`src/rtl/imem_loader_arbiter.sv`:
```
`timescale 1ns/1ps
// Owns the single instruction-memory port: packs loader bytes into big-endian words,
// then serves zero-latency CPU fetches. Optional macro: IMEM_BOUNDS_CHECK_EN (adds o_pc_oob).
module imem_loader_arbiter #(
    parameter int ADDR_W = 8,
    parameter int DATA_W = 32,
    parameter int PC_W   = 32
) (
    input  logic              i_clk,
    input  logic              i_rst_n,
    input  logic              i_load_start,
    input  logic              i_byte_valid,
    input  logic [7:0]        i_byte,
    output logic              o_byte_ready,
    input  logic              i_load_done,
    input  logic [PC_W-1:0]   i_pc,
    input  logic              i_fetch_en,
    output logic [DATA_W-1:0] o_instr,
    output logic              o_instr_valid,
    output logic              o_cpu_stall,
    output logic [ADDR_W-1:0] o_mem_a,
    output logic [DATA_W-1:0] o_mem_d,
    output logic              o_mem_we,
    output logic              o_mem_ce,
    input  logic [DATA_W-1:0] i_mem_spo,
    output logic [ADDR_W:0]   o_loaded_words,
    output logic              o_overflow,
`ifdef IMEM_BOUNDS_CHECK_EN
    output logic              o_pc_oob,
`endif
    output logic [1:0]        o_state
);

    typedef enum logic [1:0] {
        IDLE  = 2'b00,
        LOAD  = 2'b01,
        FLUSH = 2'b10,
        RUN   = 2'b11
    } state_t;

    localparam logic [ADDR_W:0] FULL_CNT = {1'b1, {ADDR_W{1'b0}}};

    state_t            state;
    logic [DATA_W-1:0] packer;
    logic [1:0]        byte_cnt;
    logic              wr_pend;     // current cycle is a memory write cycle

    logic              full;
    logic              byte_acc;
    logic              pack_acc;
    logic              word_done;
    logic [DATA_W-1:0] next_packer;
    logic [1:0]        next_cnt;
    logic [DATA_W-1:0] flush_word;
    logic [ADDR_W-1:0] fetch_idx;
    logic              unused_pc_bits;

    assign full         = (o_loaded_words == FULL_CNT);
    assign o_byte_ready = (state == LOAD) && !wr_pend;
    assign byte_acc     = o_byte_ready && i_byte_valid && !i_load_start;
    assign pack_acc     = byte_acc && !full;
    assign word_done    = pack_acc && (byte_cnt == 2'd3);
    assign next_packer  = pack_acc ? {packer[23:0], i_byte} : packer;
    assign next_cnt     = pack_acc ? byte_cnt + 2'd1 : byte_cnt;
    assign o_cpu_stall  = (state != RUN);
    assign o_state      = state;
    assign fetch_idx    = i_pc[ADDR_W+1:2];
    assign unused_pc_bits = ^{i_pc[PC_W-1:ADDR_W+2], i_pc[1:0]};

    // NOTE: every signal assigned in always_comb gets a default first, so no latch is inferred.
    always_comb begin
        flush_word = next_packer;
        case (next_cnt)
            2'd1:    flush_word = {next_packer[7:0],  24'h0};
            2'd2:    flush_word = {next_packer[15:0], 16'h0};
            2'd3:    flush_word = {next_packer[23:0], 8'h0};
            default: flush_word = next_packer;
        endcase
    end

    // NOTE: state registers use non-blocking assignments so all updates see pre-edge values.
    always_ff @(posedge i_clk or negedge i_rst_n) begin
        if (!i_rst_n) begin
            state          <= IDLE;
            packer         <= '0;
            byte_cnt       <= '0;
            wr_pend        <= 1'b0;
            o_loaded_words <= '0;
            o_overflow     <= 1'b0;
        end else begin
            if (wr_pend) begin
                wr_pend        <= 1'b0;
                o_loaded_words <= o_loaded_words + (ADDR_W+1)'(1);
            end
            if (i_load_start) begin
                // Restart the image from word 0, dropping any write queued for next cycle.
                state          <= LOAD;
                packer         <= '0;
                byte_cnt       <= '0;
                wr_pend        <= 1'b0;
                o_loaded_words <= '0;
                o_overflow     <= 1'b0;
            end else begin
                case (state)
                    LOAD: begin
                        if (byte_acc && full) o_overflow <= 1'b1;
                        packer   <= next_packer;
                        byte_cnt <= next_cnt;
                        if (word_done) wr_pend <= 1'b1;
                        if (i_load_done) begin
                            state    <= FLUSH;
                            packer   <= flush_word;
                            byte_cnt <= '0;
                            if (next_cnt != 2'd0 && !full) wr_pend <= 1'b1;
                        end
                    end
                    FLUSH:   state <= RUN;
                    default: ;
                endcase
            end
        end
    end

    always_comb begin
        o_mem_a       = o_loaded_words[ADDR_W-1:0];
        o_mem_d       = packer;
        o_mem_we      = wr_pend;
        o_mem_ce      = wr_pend;
        o_instr       = '0;
        o_instr_valid = 1'b0;
`ifdef IMEM_BOUNDS_CHECK_EN
        o_pc_oob      = 1'b0;
`endif
        if (state == RUN) begin
            o_mem_a       = fetch_idx;
            o_mem_we      = 1'b0;
            o_mem_ce      = i_fetch_en;
            o_instr       = i_mem_spo;
            o_instr_valid = i_fetch_en;
`ifdef IMEM_BOUNDS_CHECK_EN
            if (i_fetch_en && ({1'b0, fetch_idx} >= o_loaded_words)) begin
                o_pc_oob = 1'b1;
                o_instr  = '0;
                o_mem_ce = 1'b0;
            end
`endif
        end
    end

endmodule

```
`config.mk`:
```
export PLATFORM = sky130hd
export DESIGN_NAME = imem_loader_arbiter
export DESIGN_NICKNAME = d
export VERILOG_FILES = /design/src/rtl/imem_loader_arbiter.sv
export SDC_FILE = /design/constraint.sdc
export NUM_CORES = 1
export LEC_CHECK = 0
export CAP_MARGIN = 20
export CELL_PAD_IN_SITES_DETAIL_PLACEMENT = 1
export CELL_PAD_IN_SITES_GLOBAL_PLACEMENT = 2
export CORE_MARGIN = 2
export CORE_UTILIZATION = 22
export CTS_CLUSTER_DIAMETER = 150
export CTS_CLUSTER_SIZE = 24
export DETAILED_ROUTE_END_ITERATION = 8
export GPL_TIMING_DRIVEN = 0
export PLACE_DENSITY_LB_ADDON = 0.05
export SLEW_MARGIN = 30
export SYNTH_ARGS = -nofsm -noshare
export SYNTH_HDL_FRONTEND = slang
export SYNTH_SLANG_ARGS = --single-unit
```
`constraint.sdc`:
```
create_clock -name i_clk -period 2.7 [get_ports i_clk]
set_clock_uncertainty 0.2 [all_clocks]
set_input_delay 0.27 -clock i_clk [delete_from_list [all_inputs] [get_ports i_clk]]
set_output_delay 0.27 -clock i_clk [all_outputs]
set_load 0.03 [all_outputs]
```
==> Word level (Yosys, flattened, before mapping) <==
Cells that the tools add are included.
{ "classes": {"reduce_logical": 17, "n_mux": 27, "n_addsub": 2, "n_eq_ne": 10} }
{ "ops": {"columns": ["operator", "count"], "rows": [
  ["$mux 32", 5],
  ["$pmux 32 s3", 1],
  ["$mux 9", 2],
  ["$mux 2", 6],
  ["$mux 1", 11],
  ["$eq 2x2->1 const B", 5],
  ["$add 9x1->9 const B", 1],
  ["$eq 9x9->1 const B", 1],
  ["$mux 8", 1],
  ["$reduce_bool 2->1", 4],
  ["$logic_and 1x1->1", 7],
  ["$eq 2x1->1 const B", 2],
  ["$pmux 2 s2", 1],
  ["$reduce_and 2->1", 2],
  ["$logic_not 1->1", 3],
  ["$ne 3x3->1 const B", 1],
  ["$reduce_bool 3->1", 1],
  ["$add 2x1->2 const B", 1],
  ["$ne 2x2->1 const B", 1]
]} }
{ "word_totals": {"in_bits": 78, "output_inout_bits": 89, "reg_bits": 47, "word_cells": 62} }

==> Depth between registers and ports, before layout <==
Gate-level depths: netlist of run 1.
{ "logic_depth": {"depth_word": 12, "ltp_mapped": 9, "ltp_nobuf": 7} }

==> Worst setup path after synthesis of run 1 <==
OpenSTA, ideal clock, no wires.
{ "synth_timing": {"path_kind": "register -> register", "from": "reg o_loaded_words[0]", "to": "reg packer[10], in the netlist o_mem_d[10]", "required_ps": 2373, "synth_period_minus_slack_ps": 2455, "n_path_buf": 2, "setup_time_ps": 127, "stages_incl_launch_ff": 10, "setup_slack_ps": 245, "arrival_time_ps": 2128, "cell_sequence": "dfrtp_1 inv_1 ha_1 and4bb_2 a211oi_4 buf_6 o31ai_4 buf_6 a222oi_1 inv_1"} }
{ "synth_via": {"elab_chain_cells": 9, "elab_cells_between_ends": 12, "classes_between": "4 x eq/ne; 6 x mux; 2 x reduce/logical"} }
{ "synth_lines": {"columns": ["element", "line", "rtl"], "rows": [
  ["start: declaration", "26", "output logic [ADDR_W:0] o_loaded_words,"],
  ["start signal: assignment", "93", "o_loaded_words <= o_loaded_words + (ADDR_W+1)'(1);"],
  ["$eq 9x9->1 *", "58", "assign full = (o_loaded_words == FULL_CNT);"],
  ["$logic_not 1->1 *", "61", "assign pack_acc = byte_acc && !full;"],
  ["$logic_and 1x1->1 *", "61", null],
  ["$mux 2", "64", "assign next_cnt = pack_acc ? byte_cnt + 2'd1 : byte_cnt;"],
  ["$eq 2x2->1 / $eq 2x1->1 (equally long branches)", "73", "case (next_cnt)"],
  ["$pmux 32 s3", "73", null],
  ["$mux 32 *", "110", "if (i_load_done) begin"],
  ["$mux 32 *", "104", "case (state)"],
  ["$mux 32 *", "95", "if (i_load_start) begin"],
  ["end signal: assignment", "107", "packer <= next_packer;"],
  ["end signal: assignment", "112", "packer <= flush_word;"],
  ["end: declaration", "44", "logic [DATA_W-1:0] packer;"]
]} }
Mark *: on every way between the ends. The rest lies on a longest branch, timed or not. The select of a mux whose other input is x is not followed.
A chain may end at the register's enable or synchronous reset.

==> Worst setup path after layout of run 1 <==
{ "layout_timing": {"from": "in i_load_start", "to": "reg packer[9], in the netlist o_mem_d[9]"} }
{ "layout_via": {"elab_chain_cells": 9, "elab_cells_between_ends": 13, "classes_between": "3 x eq/ne; 6 x mux; 4 x reduce/logical"} }
{ "layout_lines": {"columns": ["element", "line", "rtl"], "rows": [
  ["start: declaration", "11", "input logic i_load_start,"],
  ["$logic_not 1->1", "60", "assign byte_acc = o_byte_ready && i_byte_valid && !i_load_start;"],
  ["$logic_and 1x1->1", "60", null],
  ["$logic_and 1x1->1", "61", null],
  ["$mux 2", "64", null],
  ["$eq 2x2->1 / $eq 2x1->1 (equally long branches)", "73", null],
  ["$pmux 32 s3", "73", null],
  ["$mux 32", "110", null],
  ["$mux 32", "104", null],
  ["$mux 32", "95", null]
]} }
Parallel ways exist; a longest one is shown, timed or not. The select of a mux whose other input is x is not followed.

==> out/qor.yml, run 1 <==
r2r_setup_slack_ns: 0.16
synth_cell_type_count: 49
cts_buffer_depth: 2
core_area_sq_um: 13800
vias_per_cell: 5.19
reg2reg_to: "o_mem_d[23]$_DFFE_PN0P_"
worstPathRequired_ns: 2.74
htreeDepth: 2
synth-edff-count: 0
cp_data_arrival_time_ns: 2.61
grt_pass1_wl_um: 20100
ir_drop_mv: 0.229
fin_crit_sh_pct: 95.4
end_kind: "flop"
grt_max_degree: 27
netlist_instances: 316
cts_tree: "built"
syn_avg_cell_area_sq_um: 9.74
grt_usage_pct: 17.6
max_freq_mhz: 388
startpoint: "i_load_start"
start_util_pct: 22.4
routed_wl_um: 13100
max_slew.worst_pin.slew_ns: 0.713
final_nets: 550
gp_congestion: 0.767
synthAdderAreaFrac_pct: 1.22
synth_compound_area_share_pct: 28.6
setup_tns_ns: 0
slew_headroom_pct: 52.4
fin_crit_ns: 2.58
ys_seq_area_share_pct: 38.2
io_buffers: 142
synth_mux_area_share_pct: 5.69
drv_slew: 0
critPathTopFamily: "simple AND/OR/NAND/NOR gates"
crit_chain: "clkdlybuf4s50_1, or3b_4, buf_2, or3_1, mux2i_4, a222oi_1, inv_1"
synth_nets: 397
cp_max_fo: 10
p_per_area_nw_per_um2: 409
diodes: 0
crit_buf_inv: 3
cts_root_buf: "clkbuf_16"
ant_nets: 0
drtIter0Drc: 242
hpwl_um: 9520
synth_top_family_by_area: "compound AO/OA/AOI/OAI gates"
cp_slowest_cell: "clkdlybuf4s50_1"
yosys.area_share.xor_xnor_pct: 1.71
synth_seq_cells: 47
synth_top_cell_by_area: "dfrtp_1"
p_leak_nw: 2.07
layout-drive-gt1-share_pct: 12.6
grt.overflow.total: 0
reg2regPathDepth: 7
synthTopCellsByArea: "dfrtp_1 (38%), and3_1 (7.3%), a22oi_1 (6.8%), a222oi_1 (4.6%), a22o_1 (4.6%)"
hold_violations: 0
wl_per_cell_um: 20.2
die_w_um: 122
synth-simple-area-share_pct: 19.0
ys_warn_count: 0
cp-start-kind: "primary input"
rr_startpoint: "o_loaded_words[3]$_DFFE_PN0P_"
rsz0062_at_grt: "no"
max_stage_delay_ns: 0.54
netlist.area_leader.share_pct: 38.2
ys.flop_type: "dfrtp_1"
outcome: "finished clean"
path_class: "in2reg"
finalSetupViolations: 0
antenna_found_initial: 0
min_path_type: "in2async"
core.rowCount: 43
die-area_sq_um: 15000
drt_pass1_iterations: 6
vias: 3376
synth_async_sr_flop_share_pct: 100
clock_sinks: 47
grt_pass1_vias: 3423
cts_made_buffers: 5
die_y_um: 122
netlist_area_sq_um: 3080
final_util_pct: 36.0
io_pins: 167
drc_errors: 0
clk_latency_ns: 0.30
clk_pin_slew_worst_paths_ns: 0.07
area_growth_syn_to_layout_pct: 60.9
drv_cap: 0
[cell families after synthesis]
logic type | count (synthesis)
multiplexers | 15
buffers and inverters | 37
adder cells (fa/ha/maj) | 3
AND/OR/NAND/NOR | 104
XOR/XNOR | 6
AO/OA/AOI/OAI | 104
flip-flops | 47
[metrics by stage]
stage | hold slack (ns) | total power [mW] | std cells | cell area [sq um] | setup slack, ns
final | 0.212 | 2.02 | 650 | 4950 | 0.124
after global routing | 0.245 | 2.11 | 650 | 4950 | 0.00466
after CTS | 0.221 | 2.05 | 649 | 4940 | 0.0182
after detailed placement | -0.0111 | 1.37 | 639 | 4750 | -0.403
after global placement | 0.295 | 1.36 | 638 | 4730 | -0.485
after floorplan | -0.226 | 1.07 | 316 | 3080 | 0.245
[flip-flops by register name, summed over array words and instances (netlist names)]
name,flops
o_overflow,1
o_mem_d,32
byte_cnt,2
o_loaded_words,9
o_state,2
wr_pend,1
[cells in the mapped netlist, types with 2 or more instances]
cell	count
a222oi_1	14
xor2_1	5
a22o_1	16
o21ai_0	10
nor3_1	5
nand4_1	2
and3_1	36
o211ai_1	2
or3_1	4
a221oi_1	8
a2111oi_4	2
buf_2	7
nor2b_1	5
nand2b_1	5
mux2i_1	4
dfrtp_1	47
nand2_1	18
nor2_1	18
buf_6	2
clkbuf_1	12
a22oi_1	28
ha_1	3
buf_4	3
a21oi_1	4
mux2_2	10
a21o_1	2
o21ai_1	2
a211oi_1	7
o221ai_1	2
nor4_1	2
and2_1	2
inv_1	12
[routing by layer]
metal  global-route usage [%]  part of all wire, %  routed length (um)  vias up
met5                        0                    0                   0        -
met4                     4.17                 0.88                 116        0
met3                     3.07                  6.5                 854        7
met2                     29.9                   47                6200      124
met1                     23.4                   45                5950     1702
li1                         -                    -                   -     1543
[worst reg2reg max path: cells and delay by family, from the launching register on]
| family | cells | cell delay (ns) |
|---|---|---|
| and+or+nand+nor | 2 | 0.90 |
| AOI/OAI and AO/OA | 3 | 0.43 |
| DFF | 1 | 0.47 |
| buffers and inverters | 2 | 0.45 |
[what timing repair did]
action	in CTS	in global routing
gates resized for setup	7	8
cloned	0	0
setup endpoints to repair	41	24
buffers inserted	2	1
hold endpoints to repair	47	0
pin swaps	1	1
hold buffers	1	0
[layout by cell type, fill, tap and decap left out, types with 7 or more instances in the layout]
cell type        Yosys  routed
clkdlybuf4s50_1      0     140
dfrtp_1             47      45
and3_1              36      35
a22oi_1             28      28
nor2_1              18      18
nand2_1             18      17
a22o_1              16      16
a222oi_1            14      14
inv_1               12      12
mux2_2              10      10
o21ai_0             10      10
a221oi_1             8       8
clkbuf_1            12       7
a211oi_1             7       7
buf_4                3       7
[how the worst max path moves through the flow]
stage                                         end  slack, ns  cells after the start
final                      o_mem_d[9]$_DFFE_PN0P_       0.12                      7
after global routing                   o_instr[3]      0.005                      4
after CTS                 o_mem_d[30]$_DFFE_PN0P_       0.02                      7
after detailed placement  o_mem_d[13]$_DFFE_PN0P_      -0.40                      7
after global placement    o_mem_d[27]$_DFFE_PN0P_      -0.48                      6
after floorplan           o_mem_d[10]$_DFFE_PN0P_       0.24                      9
[where the power goes]
part / internal [mW] / switching [mW] / total, mW
combinational: 0.259 / 0.340 / 0.600
clock: 0.371 / 0.299 / 0.670
sequential: 0.725 / 0.0301 / 0.755
total: 1.36 / 0.669 / 2.02
[layout make-up]
class | instances | area, sq um
Sequential cell | 47 | 1180
Timing Repair Buffer | 147 | 1470
Buffer | 24 | 135
Inverter | 12 | 45.0
Tap cell | 180 | 225
Multi-Input combinational cell | 232 | 1740
Clock buffer | 6 | 139
Clock inverter | 2 | 16.3
Fill cell | 1602 | 8820
(Power assumes the default switching activity.)
==> inputs of run 2 (changes only) <==
Settings changed: CTS_BUF_LIST from default to sky130_fd_sc_hd__clkbuf_8.
==> out/qor.yml, run 2 (synthesis results as in run 1) <==
p_leak_nw: 2.05
clock_sinks: 47
final_common_cell: "clkdlybuf4s50_1"
vias_per_cell: 5.21
end_kind: "output port"
finalSetupViolations: 0
io_pins: 167
drt_pass1_iterations: 6
cts_root_buf: "clkbuf_8"
start_util_pct: 22.4
outcome: "finished clean"
gp_congestion: 0.767
max_stage_delay_ns: 0.59
rr_startpoint: "o_loaded_words[3]$_DFFE_PN0P_"
diodes: 0
min_path_type: "in2async"
die_w_um: 122
reg2reg_to: "o_mem_d[23]$_DFFE_PN0P_"
crit_chain: "clkbuf_2, nand2_2, mux2_2, clkdlybuf4s50_1"
fin_crit_ns: 2.59
slew_headroom_pct: 52.7
grt.overflow.total: 0
final_nets: 550
clk_pin_slew_worst_paths_ns: 0.10
cts_buffer_depth: 2
regArea_sq_um: 1180
rsz0062_at_grt: "no"
holdWs_ns: 0.186
die_y_um: 122
multi_input_area_sq_um: 1740
wl_per_cell_um: 20.1
ir_drop_mv: 0.194
crit_buf_inv: 2
power_mw: 1.84
critPathTopFamily: "buffers and inverters"
final_util_pct: 35.6
p_per_area_nw_per_um2: 375
drv_cap: 0
worstPathRequired_ns: 2.23
grt_pass1_wl_um: 20100
cp_slowest_cell: "clkdlybuf4s50_1"
place_ws_ns: -0.403
cts_tree: "built"
final_area_sq_um: 4900
grt_max_degree: 27
vias: 3387
max_freq_mhz: 386
htreeDepth: 2
drv_slew: 0
io_buffers: 142
fin_ws_ns: 0.109
die-area_sq_um: 15000
reg2regPathDepth: 7
final_cell_mix: "clkdlybuf4s50_1 (140), dfrtp_1 (45), and3_1 (35)"
area_growth_syn_to_layout_pct: 59.1
hold_violations: 0
cp-start-kind: "flop"
largest_reg_flops: 32
max_slew.worst_pin.slew_ns: 0.709
fin_crit_sh_pct: 96.0
grt_pass1_vias: 3436
hpwl_um: 9520
layout-drive-gt1-share_pct: 13.0
core.rowCount: 43
drc_errors: 0
placed_area_sq_um: 4750
core_area_sq_um: 13800
cts_made_buffers: 5
ant_nets: 0
clk_latency_ns: 0.32
cp_max_fo: 10
path_class: "reg2out"
grt_usage_pct: 17.5
drtIter0Drc: 245
cp_data_arrival_time_ns: 2.12
r2r_setup_slack_ns: 0.18
antenna_found_initial: 0
nFillCells: 1609
routed_wl_um: 13100
## run 2: changes by cell type in the layout (fill, tap and decap cells not counted)
cell / previous run / this run
clkbuf_16: 5 / 0
clkbuf_8: 1 / 6
clkbuf_1: 7 / 5
clkbuf_2: 4 / 6
## run 2: layout make-up
| class | count | share of cell area (%) |
|---|---|---|
| multi-input cells | 232 | 35.6 |
| repair buffers | 147 | 30.0 |
| flip-flops and latches | 47 | 24.1 |
| well taps | 180 | 4.60 |
| plain buffers | 24 | 2.81 |
| clock buffers | 6 | 1.69 |
| inverters | 12 | 0.919 |
| clock inverters | 2 | 0.332 |
## run 2: where the power goes
part           switching (mW)  total (mW)  internal [mW]
Clock                   0.273       0.482          0.210
Combinational           0.340       0.600          0.260
Sequential             0.0299       0.755          0.725
## run 2: worst register-to-register path: stages (launching register included)
cell      delay (ns)
dfrtp_1         0.49
nor4_4          0.58
a211oi_4        0.15
buf_6           0.18
nor2_2          0.29
buf_4           0.27
a222oi_1        0.08
o21ai_0         0.20
## run 2: worst max-delay path by stage
stage	startpoint	end	slack (ns)	cells past startpoint
after global placement	i_load_start	o_mem_d[27]$_DFFE_PN0P_	-0.48	6
after floorplan	o_loaded_words[0]$_DFFE_PN0P_	o_mem_d[10]$_DFFE_PN0P_	0.24	9
after CTS	byte_cnt[0]$_DFFE_PN0P_	o_mem_d[30]$_DFFE_PN0P_	0.02	7
after detailed placement	i_load_start	o_mem_d[13]$_DFFE_PN0P_	-0.40	7
final	o_state[0]$_DFFE_PN0P_	o_mem_a[2]	0.11	4
after global routing	o_state[0]$_DFFE_PN0P_	o_mem_a[2]	0.0001	4
## run 2: through the flow
stage / TNS [ns] / cells
floorplan: 0 / 316
global placement: -30.71 / 638
detailed placement: -8.67 / 639
CTS: 0 / 649
global route: 0 / 650
finish: 0 / 650
## run 2: routing by layer
layer  routed length [um]  part of all wire, %  global-route usage (%)  vias to the layer above
met5                    0                    0                       0                        -
met4                   89                 0.68                    3.30                        0
met3                  860                  6.6                    2.93                        7
met2                 6120                   47                    29.8                      142
met1                 6000                   46                    23.5                     1700
li1                     -                    -                       -                     1538
## run 2: timing repair
action,4_1_cts,5_1_grt
hold buffers,1,0
hold endpoints to repair,47,0
cloned,0,0
resized for setup,7,12
endpoints found under the setup margin,55,30
pin swaps,1,1
buffers inserted,2,1
==> inputs of run 3 (changes only) <==
Settings changed: CORE_ASPECT_RATIO from default to 1.4.
==> out/qor.yml, run 3 (synthesis results as in run 1) <==
p_per_area_nw_per_um2: 366
grt_pass1_vias: 3492
clock_sinks: 47
rsz0062_at_grt: "yes"
reg2reg_to: "o_mem_d[31]$_DFFE_PN0P_"
outcome: "finished clean"
grt_usage_pct: 17.7
hpwl_um: 10000
die-area_sq_um: 15000
io_pins: 167
fin_ws_ns: 0.0771
vias_per_cell: 5.09
crit_chain: "clkbuf_2, nand2_2, mux2_2, clkdlybuf4s50_1"
max_freq_mhz: 381
pwr-share-seq_pct: 41.8
cts_root_buf: "clkbuf_8"
max_stage_delay_ns: 0.60
grt.overflow.total: 0
regArea_sq_um: 1180
final_common_cell: "clkdlybuf4s50_1"
r2r_setup_slack_ns: 0.14
layout-drive-gt1-share_pct: 13.1
routed_wl_um: 13500
diodes: 0
p_sw_mw: 0.640
core.rowCount: 51
drv_slew: 0
wl_per_cell_um: 20.5
path_class: "reg2out"
final_util_pct: 35.8
clk_pin_slew_worst_paths_ns: 0.09
cp_max_fo: 10
reg2regPathDepth: 8
p_leak_nw: 2.07
p_comb_share_pct: 33.7
drv_cap: 0
hold_violations: 0
clk_latency_ns: 0.31
start_util_pct: 22.3
drtIter0Drc: 205
place_ws_ns: -0.473
fin_crit_ns: 2.62
final_cell_mix: "clkdlybuf4s50_1 (140), dfrtp_1 (46), and3_1 (36)"
die_w_um: 104
pwr-share-clk_pct: 24.5
drc_errors: 0
largest_reg_flops: 32
vias: 3346
cts_made_buffers: 5
power.internal_mw: 1.17
io_buffers: 142
multi_input_area_sq_um: 1760
grt_max_degree: 40
grt_pass1_wl_um: 20700
rr_startpoint: "o_loaded_words[1]$_DFFE_PN0P_"
die_y_um: 144
ir_drop_mv: 0.172
switching_share_pct: 35.4
htreeDepth: 2
cts_tree: "built"
worstPathRequired_ns: 2.23
cp-start-kind: "flop"
nFillCells: 1635
slew_headroom_pct: 53.1
core_area_sq_um: 13800
power_mw: 1.81
cp_data_arrival_time_ns: 2.15
final_nets: 553
end_kind: "output port"
cp_slowest_cell: "clkdlybuf4s50_1"
drt_pass1_iterations: 5
ant_nets: 0
min_path_type: "in2async"
gp_congestion: 0.749
antenna_found_initial: 0
area_growth_syn_to_layout_pct: 60.3
cts_buffer_depth: 2
finalSetupViolations: 0
max_slew.worst_pin.slew_ns: 0.704
fin_crit_sh_pct: 97.1
## run 3: cell types whose count changed in the layout (fill, tap and decap cells not counted), sizes merged
cell    before  now
buf         16   21
clkbuf      19   16
inv         12   13
## run 3: cell type report
type / instances / share of cell area [%]
plain buffers: 24 / 2.74
clock buffers: 5 / 1.39
clock inverters: 3 / 0.330
inverters: 12 / 0.913
multi-input cells: 232 / 35.7
flip-flops and latches: 47 / 23.9
well taps: 185 / 4.69
repair buffers: 150 / 30.4
## run 3: power by group through the flow
stage | Combinational (mW) | Sequential (mW) | Clock [mW]
2_1_floorplan | 0.268 | 0.800 | 0
3_3_place_gp | 0.595 | 0.769 | 0
3_5_place_dp | 0.605 | 0.769 | 0
4_1_cts | 0.611 | 0.755 | 0.473
5_1_grt | 0.646 | 0.759 | 0.486
6_report | 0.607 | 0.755 | 0.443
## run 3: metal layers
| layer | global-route usage, % | wire [um] | part of all wire, % |
|---|---|---|---|
| met5 | 0 | 0 | 0 |
| met4 | 4.62 | 149 | 1.1 |
| met3 | 2.52 | 497 | 3.7 |
| met1 | 20.0 | 5610 | 42 |
| met2 | 34.6 | 7230 | 54 |
## run 3: what timing repair did
| item | 4_1_cts | 5_1_grt |
|---|---|---|
| resized for setup | 8 | 12 |
| setup buffers | 3 | 3 |
| gates cloned | 0 | 0 |
| pin swaps | 1 | 2 |
| hold buffers | 1 | 0 |
| setup endpoints to repair | 61 | 53 |
| hold endpoints to repair | 47 | 0 |
## run 3: worst max path at each step
stage,startpoint,endpoint,slack (ns),depth (start not counted)
finish,o_state[1]$_DFFE_PN0P_,o_mem_a[2],0.08,4
global route,o_state[1]$_DFFE_PN0P_,o_mem_a[7],-0.03,4
CTS,o_loaded_words[0]$_DFFE_PN0P_,o_mem_d[31]$_DFFE_PN0P_,0.01,8
detailed placement,i_load_start,o_mem_d[15]$_DFFE_PN0P_,-0.47,7
global placement,i_rst_n,o_mem_d[20]$_DFFE_PN0P_,-0.52,1
floorplan,o_loaded_words[0]$_DFFE_PN0P_,o_mem_d[10]$_DFFE_PN0P_,0.24,9
## run 3: worst max-delay path: cells and delay by family, from the launching register on
family | cells | cell delay [ns]
and+or+nand+nor | 1 | 0.25
DFF | 1 | 0.42
muxes | 1 | 0.37
buffers and inverters | 2 | 0.81
## run 3: per-stage QoR
step / hold WS [ns] / setup TNS (ns) / cells / instance area, sq um
after detailed placement: -0.0817 / -11.35 / 644 / 4760
after floorplan: -0.226 / 0 / 316 / 3080
after global placement: 0.278 / -35.13 / 643 / 4730
after CTS: 0.126 / 0 / 656 / 4890
final: 0.138 / 0 / 658 / 4940
after global routing: 0.155 / -0.342 / 658 / 4940
